### config.mk
export PLATFORM = sky130hd
export DESIGN_NAME = alu_control_sequencer
export DESIGN_NICKNAME = d
export VERILOG_FILES = /design/src/rtl/cpu_ctrl_pkg.sv /design/src/rtl/ir_decode.sv /design/src/rtl/alu_control_sequencer.sv
export SDC_FILE = /design/constraint.sdc
export NUM_CORES = 1
export LEC_CHECK = 0
export CORE_MARGIN = 3
export CORE_UTILIZATION = 29
export CTS_CLUSTER_DIAMETER = 30
export DETAILED_ROUTE_END_ITERATION = 8
export GPL_ROUTABILITY_DRIVEN = 0
export MAX_ROUTING_LAYER = met4
export PLACE_DENSITY = 0.8
export RECOVER_POWER = 100
export SLEW_MARGIN = 40
export SYNTH_ARGS = -nofsm -noshare
export SYNTH_HDL_FRONTEND = slang
export SYNTH_HIERARCHICAL = 1
export SYNTH_SLANG_ARGS = --single-unit
### constraint.sdc
create_clock -name Clock -period 1.7 [get_ports Clock]
set_input_delay 0.34 -clock Clock [delete_from_list [all_inputs] [get_ports Clock]]
set_output_delay 0.34 -clock Clock [all_outputs]
set_load 0.01 [all_outputs]
### src/rtl/cpu_ctrl_pkg.sv
// -----------------------------------------------------------------------------
// cpu_ctrl_pkg
// Shared definitions for the ALU control sequencer: the sequencer state
// encoding, instruction field bit positions, opcode constants and the bounds
// of the ALU-class opcode range.
// Optional feature macro used by consumers of this package: CTRL_MULDIV_EN.
// -----------------------------------------------------------------------------
package cpu_ctrl_pkg;

   typedef enum logic [3:0] {
      IDLE = 4'd0,
      T0   = 4'd1,
      T1   = 4'd2,
      T2   = 4'd3,
      T3   = 4'd4,
      T4   = 4'd5,
      T5   = 4'd6,
      T6   = 4'd7,
      HALT = 4'd8
   } state_e;

   // Instruction field bit positions
   localparam int OPC_MSB = 31;
   localparam int OPC_LSB = 27;
   localparam int RA_MSB  = 26;
   localparam int RA_LSB  = 23;
   localparam int RB_MSB  = 22;
   localparam int RB_LSB  = 19;
   localparam int RC_MSB  = 18;
   localparam int RC_LSB  = 15;

   // ALU-class opcode range (inclusive) and multiply/divide opcodes
   localparam logic [4:0] ALU_OPC_LO = 5'b00011;
   localparam logic [4:0] ALU_OPC_HI = 5'b01011;
   localparam logic [4:0] OPC_MUL    = 5'b01111;
   localparam logic [4:0] OPC_DIV    = 5'b10000;

   function automatic logic opc_is_alu(input logic [4:0] opc);
      return (opc >= ALU_OPC_LO) && (opc <= ALU_OPC_HI);
   endfunction

endpackage

### src/rtl/ir_decode.sv
// -----------------------------------------------------------------------------
// ir_decode
// Purely combinational instruction decoder.
// Ports:
//   ir_i        in  32  instruction register contents
//   opcode_o    out  5  IR[31:27]
//   ra_o        out  4  IR[26:23] destination register
//   rb_o        out  4  IR[22:19] first source register
//   rc_o        out  4  IR[18:15] second source register
//   is_alu_o    out  1  opcode in the ALU-class range
//   is_muldiv_o out  1  opcode is MUL or DIV (only with CTRL_MULDIV_EN)
//   illegal_o   out  1  opcode not executable by the sequencer
// Macro: CTRL_MULDIV_EN makes MUL/DIV legal; otherwise is_muldiv_o is 0.
// -----------------------------------------------------------------------------
module ir_decode
   import cpu_ctrl_pkg::*;
(
   input  logic [31:0] ir_i,
   output logic [4:0]  opcode_o,
   output logic [3:0]  ra_o,
   output logic [3:0]  rb_o,
   output logic [3:0]  rc_o,
   output logic        is_alu_o,
   output logic        is_muldiv_o,
   output logic        illegal_o
);

   // Low instruction bits carry no information for the sequencer
   logic unused_ir_low;
   assign unused_ir_low = ^ir_i[RC_LSB-1:0];

   assign opcode_o = ir_i[OPC_MSB:OPC_LSB];
   assign ra_o     = ir_i[RA_MSB:RA_LSB];
   assign rb_o     = ir_i[RB_MSB:RB_LSB];
   assign rc_o     = ir_i[RC_MSB:RC_LSB];
   assign is_alu_o = opc_is_alu(opcode_o);

`ifdef CTRL_MULDIV_EN
   assign is_muldiv_o = (opcode_o == OPC_MUL) || (opcode_o == OPC_DIV);
`else
   assign is_muldiv_o = 1'b0;
`endif

   assign illegal_o = !(is_alu_o || is_muldiv_o);

endmodule

### src/rtl/alu_control_sequencer.sv
// -----------------------------------------------------------------------------
// alu_control_sequencer
// Moore FSM issuing datapath control strobes for fetch (T0-T2) and
// register/ALU execution (T3-T6). Outputs depend only on the state register
// and IR, so Run and Mem_Ready never reach an output combinationally.
// Ports:
//   Clock, Clear (async active-high), Run, Mem_Ready, IR[31:0]   inputs
//   PC_Out, MDR_Out, ZLO_Out, ZHI_Out                           bus drives
//   PC_In, MDR_In, MAR_In, IR_In, Y_In, ZLO_In, ZHI_In,
//   LO_In, HI_In                                                 load enables
//   IncPC, Read, Rout_En, Rin_En, Rout_Sel[3:0], Rin_Sel[3:0],
//   CONTROL[4:0], Halted                                         control
// Macro: CTRL_MULDIV_EN enables the MUL/DIV path (T6 and the HI/LO strobes);
// without it ZHI_Out, ZHI_In, LO_In and HI_In stay 0.
// -----------------------------------------------------------------------------
module alu_control_sequencer
   import cpu_ctrl_pkg::*;
(
   input  logic        Clock,
   input  logic        Clear,
   input  logic        Run,
   input  logic        Mem_Ready,
   input  logic [31:0] IR,
   output logic        PC_Out,
   output logic        MDR_Out,
   output logic        ZLO_Out,
   output logic        ZHI_Out,
   output logic        PC_In,
   output logic        MDR_In,
   output logic        MAR_In,
   output logic        IR_In,
   output logic        Y_In,
   output logic        ZLO_In,
   output logic        ZHI_In,
   output logic        LO_In,
   output logic        HI_In,
   output logic        IncPC,
   output logic        Read,
   output logic        Rout_En,
   output logic        Rin_En,
   output logic [3:0]  Rout_Sel,
   output logic [3:0]  Rin_Sel,
   output logic [4:0]  CONTROL,
   output logic        Halted
);

   state_e     state_q, state_d;
   logic [4:0] opcode;
   logic [3:0] ra, rb, rc;
   logic       is_alu, is_muldiv, illegal;

   ir_decode u_ir_decode (
      .ir_i        (IR),
      .opcode_o    (opcode),
      .ra_o        (ra),
      .rb_o        (rb),
      .rc_o        (rc),
      .is_alu_o    (is_alu),
      .is_muldiv_o (is_muldiv),
      .illegal_o   (illegal)
   );

   // State register; Clear forces IDLE without waiting for a clock edge
   always_ff @(posedge Clock or posedge Clear) begin
      if (Clear) begin
         state_q <= IDLE;
      end else begin
         state_q <= state_d;
      end
   end

   // Next-state and Moore output decode
   always_comb begin
      state_d  = state_q;
      PC_Out   = 1'b0;
      MDR_Out  = 1'b0;
      ZLO_Out  = 1'b0;
      ZHI_Out  = 1'b0;
      PC_In    = 1'b0;
      MDR_In   = 1'b0;
      MAR_In   = 1'b0;
      IR_In    = 1'b0;
      Y_In     = 1'b0;
      ZLO_In   = 1'b0;
      ZHI_In   = 1'b0;
      LO_In    = 1'b0;
      HI_In    = 1'b0;
      IncPC    = 1'b0;
      Read     = 1'b0;
      Rout_En  = 1'b0;
      Rin_En   = 1'b0;
      Rout_Sel = 4'd0;
      Rin_Sel  = 4'd0;
      CONTROL  = 5'b00000;
      Halted   = 1'b0;
      case (state_q)
         IDLE: begin
            if (Run) state_d = T0;
            else     state_d = IDLE;
         end
         T0: begin
            PC_Out  = 1'b1;
            MAR_In  = 1'b1;
            IncPC   = 1'b1;
            ZLO_In  = 1'b1;
            state_d = T1;
         end
         T1: begin
            // Read/MDR_In are held for the whole memory wait
            ZLO_Out = 1'b1;
            PC_In   = 1'b1;
            Read    = 1'b1;
            MDR_In  = 1'b1;
            if (Mem_Ready) state_d = T2;
            else           state_d = T1;
         end
         T2: begin
            MDR_Out = 1'b1;
            IR_In   = 1'b1;
            state_d = T3;
         end
         T3: begin
            Rout_En  = 1'b1;
            Rout_Sel = rb;
            Y_In     = 1'b1;
            if (illegal) state_d = HALT;
            else         state_d = T4;
         end
         T4: begin
            Rout_En  = 1'b1;
            Rout_Sel = rc;
            ZLO_In   = 1'b1;
            CONTROL  = opcode;
`ifdef CTRL_MULDIV_EN
            ZHI_In   = is_muldiv;
`endif
            state_d  = T5;
         end
         T5: begin
            ZLO_Out = 1'b1;
            if (is_alu) begin
               Rin_En  = 1'b1;
               Rin_Sel = ra;
               state_d = Run ? T0 : IDLE;
            end else if (is_muldiv) begin
`ifdef CTRL_MULDIV_EN
               LO_In   = 1'b1;
               state_d = T6;
`else
               state_d = HALT;
`endif
            end else begin
               // IR changed under the sequencer; stop rather than guess
               state_d = HALT;
            end
         end
         T6: begin
`ifdef CTRL_MULDIV_EN
            ZHI_Out = 1'b1;
            HI_In   = 1'b1;
            state_d = Run ? T0 : IDLE;
`else
            state_d = IDLE;
`endif
         end
         HALT: begin
            Halted  = 1'b1;
            state_d = HALT;
         end
         default: begin
            state_d = IDLE;
         end
      endcase
   end

endmodule
## After elaboration in Yosys (flattened, before gate mapping)

Index checks and enable logic that the tools add are counted.

| operators by class | value |
|---|---|
| reduce and logical (&&, ||, !) cells | 5 |
| equal/unequal tests | 7 |
| order comparisons | 2 |
| multiplexer cells | 19 |

Operator list:

| operator | count |
|---|---|
| $pmux 4 s8 | 1 |
| $mux 4 | 4 |
| $eq 4x3->1 const B | 3 |
| $mux 1 | 12 |
| $eq 4x2->1 const B | 2 |
| $pmux 4 s2 | 1 |
| $reduce_or 2->1 | 3 |
| $ge 5x2->1 const B | 1 |
| $le 5x4->1 const B | 1 |
| $mux 5 | 1 |
| $eq 4x1->1 const B | 1 |
| $eq 4x4->1 const B | 1 |
| $logic_not 4->1 | 1 |
| $logic_and 1x1->1 | 1 |

| word-level totals | value |
|---|---|
| flip-flop bits (word level) | 4 |
| output and inout port bits | 31 |
| bits of input ports | 36 |

## Depth between registers and ports, before layout

| depth | value |
|---|---|
| word-level depth | 4 |
| mapped depth | 5 |
| depth with buffers taken out | 5 |

## Hierarchy

The synthesis kept the hierarchy.

By module, submodules not included:

| module | seq. area each (µm²) | instances | cells an instance | area an instance (µm²) |
|---|---|---|---|---|
| alu_control_sequencer | 100.1 | 1 | 63 | 500.5 |
| ir_decode | 0.0 | 1 | 22 | 167.7 |

## Worst setup path before layout

OpenSTA, ideal clock, no wires.

| path | value |
|---|---|
| path type | register -> output |
| start | register state_q[0] |
| end | output PC_In |
| stages on the path, launching flop included | 5 |
| data required time | 1.360 ns |
| setup slack | 0.101 ns |
| arrival | 1.259 ns |
| path through | dfrtp_1 > buf_6 > nand2b_1 > nor3_1 > buf_4 |

| on the way | value |
|---|---|
| cells in the longest elaborated chain, start to end | 2 |

Ends and longest elaborated chain:

| what | RTL line | RTL |
|---|---|---|
| start, declared | alu_control_sequencer.sv:47 | `state_e state_q, state_d;` |
| start signal, assigned | alu_control_sequencer.sv:68 | `state_q <= state_d;` |
| $eq 4x2->1 | -- |  |
| $mux 1 | -- |  |
| end, declared | alu_control_sequencer.sv:28 | `output logic PC_In,` |

No other way between the ends.

## Worst setup path after layout

| path | value |
|---|---|
| start | register state_q[0] |
| end | output Rout_Sel[3] |

| on the way | value |
|---|---|
| cells in the longest elaborated chain, start to end | 2 |
| elaborated cells between the ends (all ways) | 3 |

Ends and longest elaborated chain:

| what | RTL line | RTL |
|---|---|---|
| $eq 4x3->1 | alu_control_sequencer.sv:96 | `case (state_q)` |
| $pmux 4 s2 (*) | alu_control_sequencer.sv:96 |  |
| end, declared | alu_control_sequencer.sv:41 | `output logic [3:0] Rout_Sel,` |

Every way passes the cells marked *; elsewhere a longest branch is shown, timed or not.

==> reports/summary.txt <==
crit path DAT: 1.42 ns
Post-DRT Antenna Nets: 0
vias in the first global route: 681
die width: 53.6 um
Post-Place Cells: 141
Worst Path Required: 1.36 ns
critical path launch point type: flip-flop
CTS tree: done
DR WL/cell: 12.3 um
RSZ-0062 raised after global routing: true
Num CTS Buffers: 3
worst r2r dst: state_q[0]
Starting Density: 32.2%
CTS Sinks: 4
clock slew at reported path FFs: 0.04 ns
final hold violation count: 0
hold buffer count at CTS: 0
row count: 16
Min Hold Slack: 0.433 ns
clock tree buffer depth: 2
Design Area, Final: 1160 um2
Setup WS post-layout: -0.0650 ns
Worst Hold Class: input port to asynchronous set/reset pin
FMAX: 567 MHz
area delta synth->final: 76.6%
Clk pwr share: 8.1%
I/O Pins: 67
CP Class: flip-flop to output port
global-route wire length before repair: 2900 um
maximum vdd drop: 0.000569 V
r2r startpoint: state_q[2]
Final setup viols: 8
post-synthesis average cell area: 7.91 um2
grt total ovfl: 0
fin nets: 167
Total GRT Usage: 14.0%
NetSw: 618 uW
final period utilization: 104%
Residual DRC: 0
placed instance area: 1030 um2
Leakage Power: 0.606 nW
number of flip-flops in the largest register: 4
initial drt markers: 3
outcome: finished, violations left
sequential power share: 12.8%
reg2reg setup slack: 0.34 ns
Power Density: 1230 nW/um2
DIE AREA: 2870 um2
final slew viol count: 0
Switching Share: 43.3%
die span in y: 53.6 um
YS warnings: 6
CP Capture Type: output port
clk_lat worst skew: 0.23 ns
total of max-cap violations: 0
detailed-route via count: 681
Fin Clk Skew: 0.00235 ns
r2r worst-path depth: 6
pin count of the biggest net entering global routing: 11
share of cells above drive strength 1: 58.1%
P_int: 808 uW
Reg with most FFs: state_q
Via density: 4.37
# diodes: 0
Port-buffer cells: 47
CP max FO: 4
Comb pwr share: 79.2%
dpl hpwl: 1400 um
Root Buffer: clkbuf_4
Netlist Area Pre-Place: 657 um2
core area: 2040 um2
Mapped Cells: 83
failing checks: setup timing
H-tree depth: 1
DR pass1 iterations: 2
final wirelength: 1920 um
Regs by FF count: state_q: 4 flops
initial antenna violation count: 0
Non-Filler Instances: 156
Period minus WS final: 1.76 ns
-- cell usage in the layout (no fill, tap or decap), types with 2 or more instances in the layout --
cell	count
buf_6	14
nand2b_4	3
dlygate4sd2_1	2
nand2b_1	2
and2_4	4
a21oi_1	3
buf_4	14
buf_2	15
conb_1	4
a22o_1	4
clkdlybuf4s50_1	14
nor2_1	4
nand2_1	2
nor3_4	2
nor3b_1	2
and2_1	5
inv_1	3
dfrtp_1	3
clkbuf_4	4
nor3_2	3
clkbuf_2	7
buf_8	2
-- cell type report --
class / count / area, um2
well taps: 27 / 33.8
flip-flops and latches: 4 / 101
repair buffers: 70 / 578
multi-input cells: 49 / 413
clock buffers: 3 / 22.5
fillers: 200 / 882
inverters: 3 / 11.3
-- power groups by stage --
| stage | registers, mW | clock network, mW | logic (mW) |
|---|---|---|---|
| after floorplan | 0.158 | 0 | 0.628 |
| after global placement | 0.175 | 0 | 0.996 |
| after detailed placement | 0.180 | 0 | 1.02 |
| after CTS | 0.186 | 0.122 | 1.03 |
| after global routing | 0.187 | 0.125 | 1.24 |
| final | 0.182 | 0.115 | 1.13 |
-- layer usage --
metal	share of wire (%)	GRT usage, %	vias up
li1	-	-	337
met1	40	15.9	310
met2	52	25.3	34
met3	8.1	0.554	0
met4	0	6.38	0
met5	0	-	-
-- metrics by stage --
stage / worst slack [ns] / TNS, ns / total power [mW] / utilization [%]
6_report: -0.0650 / -0.389 / 1.43 / 56.8
3_5_place_dp: -0.932 / -7.47 / 1.20 / 50.4
5_1_grt: -0.155 / -1.37 / 1.56 / 56.8
2_1_floorplan: 0.101 / 0 / 0.786 / -
3_3_place_gp: -0.866 / -6.67 / 1.17 / 50.4
4_1_cts: -0.136 / -0.922 / 1.34 / 53.2
-- repair_timing --
action	CTS	global route
pin swaps	7	11
buffers inserted	7	5
endpoints found under the setup margin	27	23
gates resized for setup	111	45
gates cloned	1	0
-- worst max path at each step --
stage	endpoint	cells past startpoint	from
3_3_place_gp	Rin_Sel[0]	7	IR[30]
6_report	Rout_Sel[3]	7	state_q[0]
3_5_place_dp	Rin_Sel[3]	7	IR[30]
5_1_grt	Rout_Sel[0]	6	state_q[3]
2_1_floorplan	PC_In	4	state_q[0]
4_1_cts	Rin_Sel[3]	6	state_q[3]
-- critical path, cell delays in order (launching register included) --
cell      delay, ns
dfrtp_1        0.38
buf_4          0.16
nand2b_4       0.08
nor2_4         0.05
buf_6          0.11
buf_6          0.10
a22o_1         0.19
buf_2          0.13
Power figures use the tool's default switching activity.
